==> src/rtl/pit_bus_sequencer.sv <==
// pit_bus_sequencer: 8254-style bus decode, control/count write sequencing and read-data mux.
// Build with READBACK_EN defined to enable the SC=3 read-back command.
module pit_bus_sequencer #(
  parameter int         SYNC_STAGES = 2,
  parameter logic [1:0] RW_RESET    = 2'b00
) (
  input  logic        clk,
  input  logic        rst,
  input  logic        CS,
  input  logic        RD,
  input  logic        WR,
  input  logic [1:0]  A,
  input  logic [7:0]  din,
  input  logic [15:0] ol0,
  input  logic [15:0] ol1,
  input  logic [15:0] ol2,
  input  logic [7:0]  status0,
  input  logic [7:0]  status1,
  input  logic [7:0]  status2,
  output logic [7:0]  dout,
  output logic        dout_oe,
  output logic [2:0]  cw_wr,
  output logic [7:0]  cw_data,
  output logic [2:0]  cr_lsb_wr,
  output logic [2:0]  cr_msb_wr,
  output logic [7:0]  cr_data,
  output logic [2:0]  count_loaded,
  output logic [2:0]  latch_cmd,
  output logic [2:0]  status_latch
);
  logic [SYNC_STAGES-1:0] rd_sr, wr_sr;
  logic rd_s, wr_s, rd_d, wr_d, rd_rise, wr_rise, wcs, rcs;
  logic [1:0] wa, ra, ci;
  logic [7:0] wd, st, sel;
  logic [15:0] ol;
  logic [2:0][1:0] rw;
  logic [2:0] wtog, rtog, lpend, spend;
  assign rd_s = rd_sr[SYNC_STAGES-1];
  assign wr_s = wr_sr[SYNC_STAGES-1];
  assign rd_rise = rd_s & ~rd_d;
  assign wr_rise = wr_s & ~wr_d;
  assign dout_oe = ~rd_s & wr_s & ~CS & (A != 2'd3);
  always_comb begin
    ci = (A == 2'd3) ? 2'd0 : A;
    ol = (ci == 2'd0) ? ol0 : (ci == 2'd1) ? ol1 : ol2;
    st = (ci == 2'd0) ? status0 : (ci == 2'd1) ? status1 : status2;
    sel = spend[ci] ? st :
          (rw[ci] == 2'b01) ? ol[7:0] :
          (rw[ci] == 2'b10) ? ol[15:8] :
          (rw[ci] == 2'b11) ? (rtog[ci] ? ol[15:8] : ol[7:0]) : 8'h00;
    dout = dout_oe ? sel : 8'h00;
  end
  // Captures are forced to "deselected" whenever the other strobe is also low,
  // so an overlapping RD/WR cycle neither commits nor advances a read.
  always_ff @(posedge clk or posedge rst) begin
    if (rst) begin
      rd_sr <= '1;
      wr_sr <= '1;
      rd_d <= 1'b1;
      wr_d <= 1'b1;
      wcs <= 1'b1;
      rcs <= 1'b1;
      wa <= '0;
      ra <= '0;
      wd <= '0;
      rw <= {3{RW_RESET}};
      wtog <= '0;
      rtog <= '0;
      lpend <= '0;
      spend <= '0;
      cw_wr <= '0;
      cw_data <= '0;
      cr_lsb_wr <= '0;
      cr_msb_wr <= '0;
      cr_data <= '0;
      count_loaded <= '0;
      latch_cmd <= '0;
      status_latch <= '0;
    end else begin
      rd_sr <= SYNC_STAGES'({rd_sr, RD});
      wr_sr <= SYNC_STAGES'({wr_sr, WR});
      rd_d <= rd_s;
      wr_d <= wr_s;
      if (!wr_s) begin
        wcs <= CS | ~rd_s;
        wa <= A;
        wd <= din;
      end
      if (!rd_s) begin
        rcs <= CS | ~wr_s;
        ra <= A;
      end
      cw_wr <= '0;
      cr_lsb_wr <= '0;
      cr_msb_wr <= '0;
      count_loaded <= '0;
      latch_cmd <= '0;
      status_latch <= '0;
      if (rd_rise && !rcs && ra != 2'd3) begin
        if (spend[ra]) spend[ra] <= 1'b0;
        else if (rw[ra] == 2'b11) begin
          rtog[ra] <= ~rtog[ra];
          if (rtog[ra]) lpend[ra] <= 1'b0;
        end else lpend[ra] <= 1'b0;
      end
      if (wr_rise && !wcs) begin
        if (wa == 2'd3) begin
          if (wd[7:6] != 2'd3) begin
            if (wd[5:4] != 2'b00) begin
              rw[wd[7:6]] <= wd[5:4];
              cw_wr[wd[7:6]] <= 1'b1;
              cw_data <= wd;
              wtog[wd[7:6]] <= 1'b0;
              rtog[wd[7:6]] <= 1'b0;
              lpend[wd[7:6]] <= 1'b0;
              spend[wd[7:6]] <= 1'b0;
            end else begin
              latch_cmd[wd[7:6]] <= ~lpend[wd[7:6]];
              lpend[wd[7:6]] <= 1'b1;
            end
          end
`ifdef READBACK_EN
          else begin
            for (int i = 0; i < 3; i++) begin
              if (wd[i+1]) begin
                if (!wd[5] && !lpend[i]) begin
                  latch_cmd[i] <= 1'b1;
                  lpend[i] <= 1'b1;
                end
                if (!wd[4] && !spend[i]) begin
                  status_latch[i] <= 1'b1;
                  spend[i] <= 1'b1;
                end
              end
            end
          end
`endif
        end else begin
          cr_data <= wd;
          if (rw[wa] == 2'b01) begin
            cr_lsb_wr[wa] <= 1'b1;
            count_loaded[wa] <= 1'b1;
          end else if (rw[wa] == 2'b10) begin
            cr_msb_wr[wa] <= 1'b1;
            count_loaded[wa] <= 1'b1;
          end else if (rw[wa] == 2'b11) begin
            cr_lsb_wr[wa] <= ~wtog[wa];
            cr_msb_wr[wa] <= wtog[wa];
            count_loaded[wa] <= wtog[wa];
            wtog[wa] <= ~wtog[wa];
          end
        end
      end
    end
  end
endmodule

==> config.mk <==
export PLATFORM = sky130hd
export DESIGN_NAME = pit_bus_sequencer
export DESIGN_NICKNAME = d
export VERILOG_FILES = /design/src/rtl/pit_bus_sequencer.sv
export SDC_FILE = /design/constraint.sdc
export NUM_CORES = 1
export LEC_CHECK = 0
export ABC_AREA = 1
export ABC_CLOCK_PERIOD_IN_PS = 3100
export CORE_ASPECT_RATIO = 1.25
export CORE_UTILIZATION = 35
export CTS_CLUSTER_DIAMETER = 100
export DETAILED_ROUTE_END_ITERATION = 6
export GPL_TIMING_DRIVEN = 1
export HOLD_SLACK_MARGIN = 0.02
export SETUP_SLACK_MARGIN = 0.3
export SYNTH_ARGS = -nofsm -noshare
export SYNTH_HDL_FRONTEND = slang
export SYNTH_SLANG_ARGS = --single-unit
export TNS_END_PERCENT = 20
==> constraint.sdc <==
create_clock -name clk -period 3.1 [get_ports clk]
set_clock_uncertainty 0.05 [all_clocks]
set_input_delay 0.31 -clock clk [delete_from_list [all_inputs] [get_ports clk]]
set_output_delay 0.31 -clock clk [all_outputs]
set_load 0.01 [all_outputs]
# After elaboration in Yosys (flattened, before gate mapping)
# Cells that the tools add are included.
[classes]
order_cmp = 7
n_eq_ne = 17
muxes = 88
bitwise = 28
reduce_logical = 14
[op_table]
columns = ["cell", "n"]
rows = [
  ["3-bit 2-to-1 mux", 48],
  ["8-bit 2-to-1 mux", 8],
  ["16-bit 2-to-1 mux", 2],
  ["3-bit AND", 9],
  ["2-bit equality test (second input constant)", 7],
  ["1-bit binary-select mux with 2-bit select", 6],
  ["2-bit binary-select mux with 2-bit select", 3],
  ["2-bit by 3-bit < comparator with 1-bit output (second input constant)", 4],
  ["2-bit 2-to-1 mux", 5],
  ["2-bit != test (second input constant)", 5],
  ["1-bit 2-to-1 mux", 9],
  ["1-bit NOT", 9],
  ["3-bit bitwise mux", 2],
  ["6-bit bitwise mux", 1],
  ["1-bit demux with 2-bit select", 3],
  ["2-bit by 1-bit equality test with 1-bit output (second input constant)", 3],
  ["2-bit by 1-bit greater-or-equal comparator with 1-bit output (second input constant)", 3],
  ["1-bit logical AND", 6],
  ["3-bit NOT", 2],
  ["6-bit AND reduction", 1],
  ["1-bit AND", 5],
  ["2-bit demux with 2-bit select", 1],
  ["2-bit by 1-bit != test with 1-bit output (second input constant)", 2],
  ["4-bit AND reduction", 1],
  ["other kinds (6)", 9],
]
[word_totals]
regBits = 69
input_bits = 87
out_inout_bits = 43
wordCells = 177

# Longest topological paths before layout
# Gate-level depths: netlist of the first run.
[logic_depth]
word_depth = 15
ltp_mapped = 12
mapped_depth_nobuf = 11

# Worst setup path after synthesis of the first run
# OpenSTA, ideal clock, no wires.
[synth_path]
kind = "input -> output"
start = "input port A[0]"
end = "output port dout[6]"
arrival_time_ns = 1.616
t_required_ns = 2.740
slack_ns = 1.124
stages = 9
path_buffers = 2
path_cell_list = "inv_1 -> ha_1 -> buf_2 -> inv_1 -> clkbuf_1 -> nor2_1 -> a31oi_1 -> o21ai_0 -> a21oi_1"
[synth_between]
elab_chain_cells = 11
elab_cells_between_ends = 25
cone_classes = "6 x eq/ne; 17 x mux; 1 x bitwise; 1 x reduce/logical"
[synth_rtl]
columns = ["element", "line", "text"]
rows = [
  ["start, declared", "12", "input logic [1:0] A,"],
  ["2-bit equality test", "44", "ci = (A == 2'd3) ? 2'd0 : A;"],
  ["2-bit 2-to-1 mux", "44", ""],
  ["2-bit by 1-bit equality test with 1-bit output", "45, 46", ""],
  ["16-bit 2-to-1 mux (2 in series)", "45", "ol = (ci == 2'd0) ? ol0 : (ci == 2'd1) ? ol1 : ol2;"],
  ["8-bit 2-to-1 mux (2 in series)", "50", "(rw[ci] == 2'b11) ? (rtog[ci] ? ol[15:8] : ol[7:0]) : 8'h00;"],
  ["8-bit 2-to-1 mux", "49", "(rw[ci] == 2'b10) ? ol[15:8] :"],
  ["8-bit 2-to-1 mux", "48", "(rw[ci] == 2'b01) ? ol[7:0] :"],
  ["8-bit 2-to-1 mux", "47", "sel = spend[ci] ? st :"],
  ["8-bit 2-to-1 mux (*)", "51", "dout = dout_oe ? sel : 8'h00;"],
  ["end, declared", "20", "output logic [7:0] dout,"],
]
# Every way passes the cells marked *; elsewhere a longest branch is shown, timed or not. The select of a mux whose other input is x is not followed.

# Final worst setup path of the first run
[layout_path]
start = "register wr_sr[1]"
end = "output port dout[1]"
[layout_between]
elab_chain_cells = 4
[layout_rtl]
columns = ["element", "line", "text"]
rows = [
  ["start, declared", "31", "logic [SYNC_STAGES-1:0] rd_sr, wr_sr;"],
  ["start signal, assigned", "81", "wr_sr <= SYNC_STAGES'({wr_sr, WR});"],
  ["1-bit AND (3 in series)", "42", "assign dout_oe = ~rd_s & wr_s & ~CS & (A != 2'd3);"],
  ["8-bit 2-to-1 mux", "51", ""],
]
# Every way passes these cells.

==> flow_summary.ini, run 1 <==
[final_layout]
drive_gt1_share_pct = 12.74
layout_common_cells = nand2_1, clkdlybuf4s50_1, dfrtp_1, nand3_1, inv_1
design_area_mm2 = 0.005942
layout_commonest_cell = nand2_1
area_delta_synth_final_pct = 46.03
n_antenna_cell = 0
nets = 781
final_util_pct = 53.10

[run_status]
outcome = finished, violations left
violations = DRC

[setup_path]
cpLargestDelayFamily = buffers and inverters
crit_top_cell = inv_1
arrival_ns = 2.27
max_stage_delay_ns = 0.61
path_class = flop to output port
crit_path_start_kind = flop
cp-end-kind = output port
worstPathRequired_ns = 2.74
crit_fanout = 7
critPathBufInv = 3
cp_cell_sequence = nand3_1 -> nor2_2 -> inv_1 -> nor2_1 -> nand2_1 -> inv_1 -> clkdlybuf4s50_1
slowest_stage = dfstp_2

[logic_synthesis]
netlist_top_cells_area = dfrtp_1, nand2_1, nand3_1
synth_warnings = 0
avgSynthCellArea_um2 = 7.398
syn_inst = 550
synth-edff-count = 0
yosysSeqAreaShare_pct = 42.68
synth_flop_cell = dfrtp_1
synthArstFlopShare_pct = 100.0
yosysTopAreaCell = dfrtp_1
synth.distinct_cells = 34
syn_area_mm2 = 0.004069
synth_top_cell_area_share_pct = 37.52
ys_ff_latch = 69

[timing]
finalHoldViolCount = 0
rsz0062_at_grt = no
min_period_over_period_pct = 84.94
drv_slew = 0
finalSetupViolations = 0
timing.final.ws_setup_ns = 0.4668
fmax_mhz = 379.8
whs_ns = 0.2807
period_minus_slack_ns = 2.633

[placement]
placed_cell_area_mm2 = 0.005529
dp_slack_ns = -0.03178
gp_congestion = 0.9860
io_buffer_count = 126
dp_hpwl_um = 9145

[cts]
cts_hold_buf = 0
cts.clk_slew.worst_paths_ns = 0.06
clk_path_buf_depth = 2
cts.sink_count = 69
cts_tree = built
htreeDepth = 3
insertion_delay_ns = 0.33
postCtsSetupBuffers = 0
cts_buffers = 9
root_buffer = clkbuf_16

[grt]
grt_start_max_net_pins = 31
grt.overflow.total = 0
antenna_found_initial = 0
grtUsageTotal_pct = 20.46
first_global_vias = 3942
grt_pass1_wl_um = 19170

[pwr]
swShare_pct = 25.21
switching_power_mw = 0.7262
comb_power_share_pct = 20.1
p_int_mw = 2.154
clockPowerShare_pct = 44.1
power_density_mw_per_mm2 = 484.7
cellLeakagePower_nw = 2.778
peakVddDrop_mv = 0.3361
power_frac_seq_pct = 35.8

[run]
drv_cap = 0

[floorplanning]
fp.dieW_um = 98.44
die_area_mm2 = 0.01206
die_y_um = 122.6
initial_core_util_pct = 36.36
core_mm2 = 0.01119
io_pins = 130
num_rows = 43

[routing]
route.detailed.drc = 17
wl_per_cell_um = 14.34
vias = 4062
ant_nets = 0
dr.first_iter.drc_count = 185
via_per_inst = 4.918
dr.pass1.iters = 7
finalWirelength_um = 11840

[hold_path]
hold_path_class = input port to asynchronous set/reset pin
==> cell usage after synthesis, drive strengths merged (4+ instances only) <==
master	instances
nor3	4
dfstp	8
ha	8
a31oi	6
nor2	53
inv	60
o21ai	46
or2	9
buf	12
dfrtp	61
clkbuf	5
nand2	170
nand4	4
a21oi	35
nand3	62
==> power groups by stage <==
stage	logic (mW)	registers (mW)	clock network, mW
floorplan	0.276	1.05	0
CTS	0.584	1.03	1.29
detailed placement	0.577	1.05	0
global placement	0.573	1.04	0
global route	0.641	1.04	1.33
finish	0.578	1.03	1.27
==> flip-flops by register name, indices dropped and copies added (netlist names), 3 cells and up <==
signal        count
wtog              3
rw                6
count_loaded      3
cr_data           8
cr_msb_wr         3
wd                8
latch_cmd         3
spend             3
cw_data           8
lpend             3
rtog              3
cr_lsb_wr         3
cw_wr             3
==> stage by stage <==
| step | power (mW) | std cells | TNS, ns |
|---|---|---|---|
| finish | 2.880 | 826 | 0 |
| global route | 3.011 | 826 | 0 |
| CTS | 2.908 | 826 | 0 |
| detailed placement | 1.623 | 810 | -0.1007 |
| global placement | 1.617 | 810 | 0 |
| floorplan | 1.329 | 552 | 0 |
==> cell families after synthesis <==
logic type / after synthesis / share of synthesized area, %
simple gates: 304 / 33.98
fa+ha+maj: 8 / 2.460
other cells: 1 / 0.09216
compound gates: 91 / 12.61
buf+inv: 77 / 8.180
flops: 69 / 42.68
==> worst paths after layout <==
kind                                     end  startpoint  depth (start not counted)  slack, ns
max in group asynchronous           rd_sr[0]         rst                          3       2.01
worst max-delay path                 dout[1]    wr_sr[1]                          7       0.47
worst min register to register      wr_sr[1]    wr_sr[0]                          0       0.31
min in group clk                    wr_sr[1]    wr_sr[0]                          0       0.31
worst min-delay path            latch_cmd[1]         rst                          2       0.28
worst max register to register       wtog[1]       wa[0]                          8       1.11
==> metal layers <==
metal	share of wire, %	routed length, um	track usage, %	vias up
met3	6.7	789	3.417	25
met1	42	5003	24.96	1867
met4	2.8	330	9.981	0
met2	48	5719	35.21	127
met5	0	0	0	-
li1	-	-	-	2043
==> layout make-up <==
cell class / count / area, um^2
Sequential cell: 69 / 1737
Timing Repair Buffer: 140 / 1388
Inverter: 60 / 225.2
Clock inverter: 6 / 133.9
Multi-Input combinational cell: 406 / 2051
Tap cell: 135 / 168.9
Clock buffer: 10 / 239.0
Fill cell: 1074 / 5249
==> repair_timing <==
action | CTS | global route
pin swaps | 0 | 1
setup endpoints to repair | 8 | 8
resized for setup | 10 | 5
hold endpoints to repair | 0 | 0
==> worst reg2reg max path: stages (launching register included) <==
cell     delay [ns]
dfrtp_1        0.48
ha_1           0.35
inv_1          0.20
nor2_8         0.22
nand3_4        0.22
nand2_2        0.19
nand2_1        0.07
nand2_1        0.06
nand2_1        0.04
Power figures use the tool's default switching activity.
==> run 2, diff against run 1 <==
--- a/config.mk
+++ b/config.mk
@@ -6,13 +6,14 @@
 export NUM_CORES = 1
 export LEC_CHECK = 0
 export ABC_AREA = 1
-export ABC_CLOCK_PERIOD_IN_PS = 3100
+export ABC_CLOCK_PERIOD_IN_PS = 2420
 export CORE_ASPECT_RATIO = 1.25
 export CORE_UTILIZATION = 35
 export CTS_CLUSTER_DIAMETER = 100
 export DETAILED_ROUTE_END_ITERATION = 6
 export GPL_TIMING_DRIVEN = 1
 export HOLD_SLACK_MARGIN = 0.02
+export PLACE_DENSITY = 0.66
 export SETUP_SLACK_MARGIN = 0.3
 export SYNTH_ARGS = -nofsm -noshare
 export SYNTH_HDL_FRONTEND = slang
==> constraint.sdc (replaced) <==
create_clock -name clk -period 2.42 [get_ports clk]
set_clock_uncertainty 0.05 [all_clocks]
set_input_delay 0.242 -clock clk [delete_from_list [all_inputs] [get_ports clk]]
set_output_delay 0.242 -clock clk [all_outputs]
set_load 0.01 [all_outputs]
==> run 2 against run 1 <==
  * The flow still finishes with violations (DRC)
  * Critical path depth rose by 4
  * Non-clock buffer count rose by 18
  * Global-route usage rose by 0.37 points
  * Sequential share of layout area fell by 0.80 points
==> flow_summary.ini, run 2 (synthesis results as in run 1) <==
[run_status]
outcome = finished, violations left
violations = DRC

[final_layout]
layout_common_cells = nand2_1, clkdlybuf4s50_1, dfrtp_1, nand3_1
final_util_pct = 54.58
n_antenna_cell = 0
drive_gt1_share_pct = 18.90
nFillCells = 1070
layout_commonest_cell = nand2_1
fin_cells = 844
nets = 799
area_delta_synth_final_pct = 50.12
reg_top3 = cr_data (8), cw_data (8), wd (8)
design_area_mm2 = 0.006108

[timing]
slew_headroom_pct = 64.13
timing.final.ws_setup_ns = 0.3297
finalHoldViolCount = 0
min_period_over_period_pct = 86.38
finalSetupViolations = 0
drv_slew = 0
period_minus_slack_ns = 2.090
rsz0062_at_grt = yes
tightest_slew_ns = 0.5381
fmax_mhz = 478.4
finalSetupTns_ns = 0

[placement]
io_buffer_count = 126
dp_slack_ns = -0.5349
gp_congestion = 0.8683
dp_hpwl_um = 9199
placed_cell_area_mm2 = 0.005589
dp_cells = 818

[pwr]
peakVddDrop_mv = 0.4908
power_density_mw_per_mm2 = 559.3
cellLeakagePower_nw = 2.862

[cts]
cts.sink_count = 69
clk_path_buf_depth = 2
root_buffer = clkbuf_16
cts_hold_buf = 0
cts.clk_slew.worst_paths_ns = 0.05
htreeDepth = 3
cts_tree = built
insertion_delay_ns = 0.32
cts_buffers = 9

[routing]
wl_per_cell_um = 14.34
dr.first_iter.drc_count = 323
vias = 4157
ant_nets = 0
route.detailed.drc = 19
via_per_inst = 4.925
dr.pass1.iters = 7
finalWirelength_um = 12100

[setup_path]
worstPathRequired_ns = 2.13
path_class = input port to output port
r2r-end = wtog[1]
reg2reg_depth = 10
reg2reg_slack_ns = 0.42
crit_path_start_kind = input port
arrival_ns = 1.80
crit_fanout = 22
reg2reg_from = wr_sr[1]
cp-end-kind = output port

[grt]
antenna_found_initial = 0
grt.overflow.total = 0
grtUsageTotal_pct = 20.83
grt_start_max_net_pins = 43
grt_pass1_wl_um = 19700
first_global_vias = 4195

[floorplanning]
fp.dieW_um = 98.44
die_area_mm2 = 0.01206
initial_core_util_pct = 36.36
io_pins = 130
die_y_um = 122.6
core_mm2 = 0.01119
num_rows = 43

[hold_path]
hold_path_class = input port to asynchronous set/reset pin

[run]
drv_cap = 0
run 2: cell type report:
cell class	count	area [um^2]	share of cell area (%)
clock buffers	9	225.2	3.687
clock inverters	7	73.82	1.209
inverters	60	232.7	3.810
multi-input cells	406	2160	35.35
flip-flops and latches	69	1737	28.43
well taps	135	168.9	2.765
repair buffers	158	1511	24.74
run 2: worst max-delay path by stage:
stage	to	cells after the start	start
5_1_grt	dout[1]	10	rw[3]
4_1_cts	dout[6]	11	A[1]
3_3_place_gp	dout[0]	10	A[0]
2_1_floorplan	count_loaded[0]	1	rst
6_report	dout[1]	11	A[0]
3_5_place_dp	dout[0]	12	A[0]
run 2: critical path, stage by stage:
cell	delay (ns)
clkbuf_4	0.14
inv_1	0.08
ha_4	0.27
inv_2	0.05
buf_6	0.15
or2_2	0.29
a21oi_2	0.14
nor2_1	0.05
nand2_1	0.07
inv_1	0.04
dlygate4sd2_1	0.27
run 2: timing repair:
item	in CTS	in global routing
pin swaps	5	5
setup buffers	8	2
endpoints found under the hold margin	0	0
setup endpoints to repair	9	11
resized for setup	40	34
run 2: layer usage:
layer / GRT usage (%) / vias up / wire length [um] / part of all wire [%]
met4: 10.26 / 0 / 316 / 2.6
met1: 24.17 / 1901 / 4960 / 41
met2: 37.19 / 163 / 5904 / 49
met5: 0 / - / 0 / 0
met3: 3.645 / 19 / 922 / 7.6
li1: - / 2074 / - / -
run 2: power by group:
| part | internal (mW) | switching (mW) |
|---|---|---|
| clock network | 0.802 | 0.494 |
| registers | 1.25 | 0.0660 |
| logic | 0.400 | 0.403 |
| total | 2.45 | 0.963 |
run 2: stage by stage:
stage / total power, mW / hold WS [ns]
after floorplan: 1.703 / 0.1965
after global placement: 2.077 / 0.2964
after detailed placement: 2.090 / 0.2972
after CTS: 3.430 / 0.2634
after global routing: 3.587 / 0.2756
final: 3.417 / 0.2694
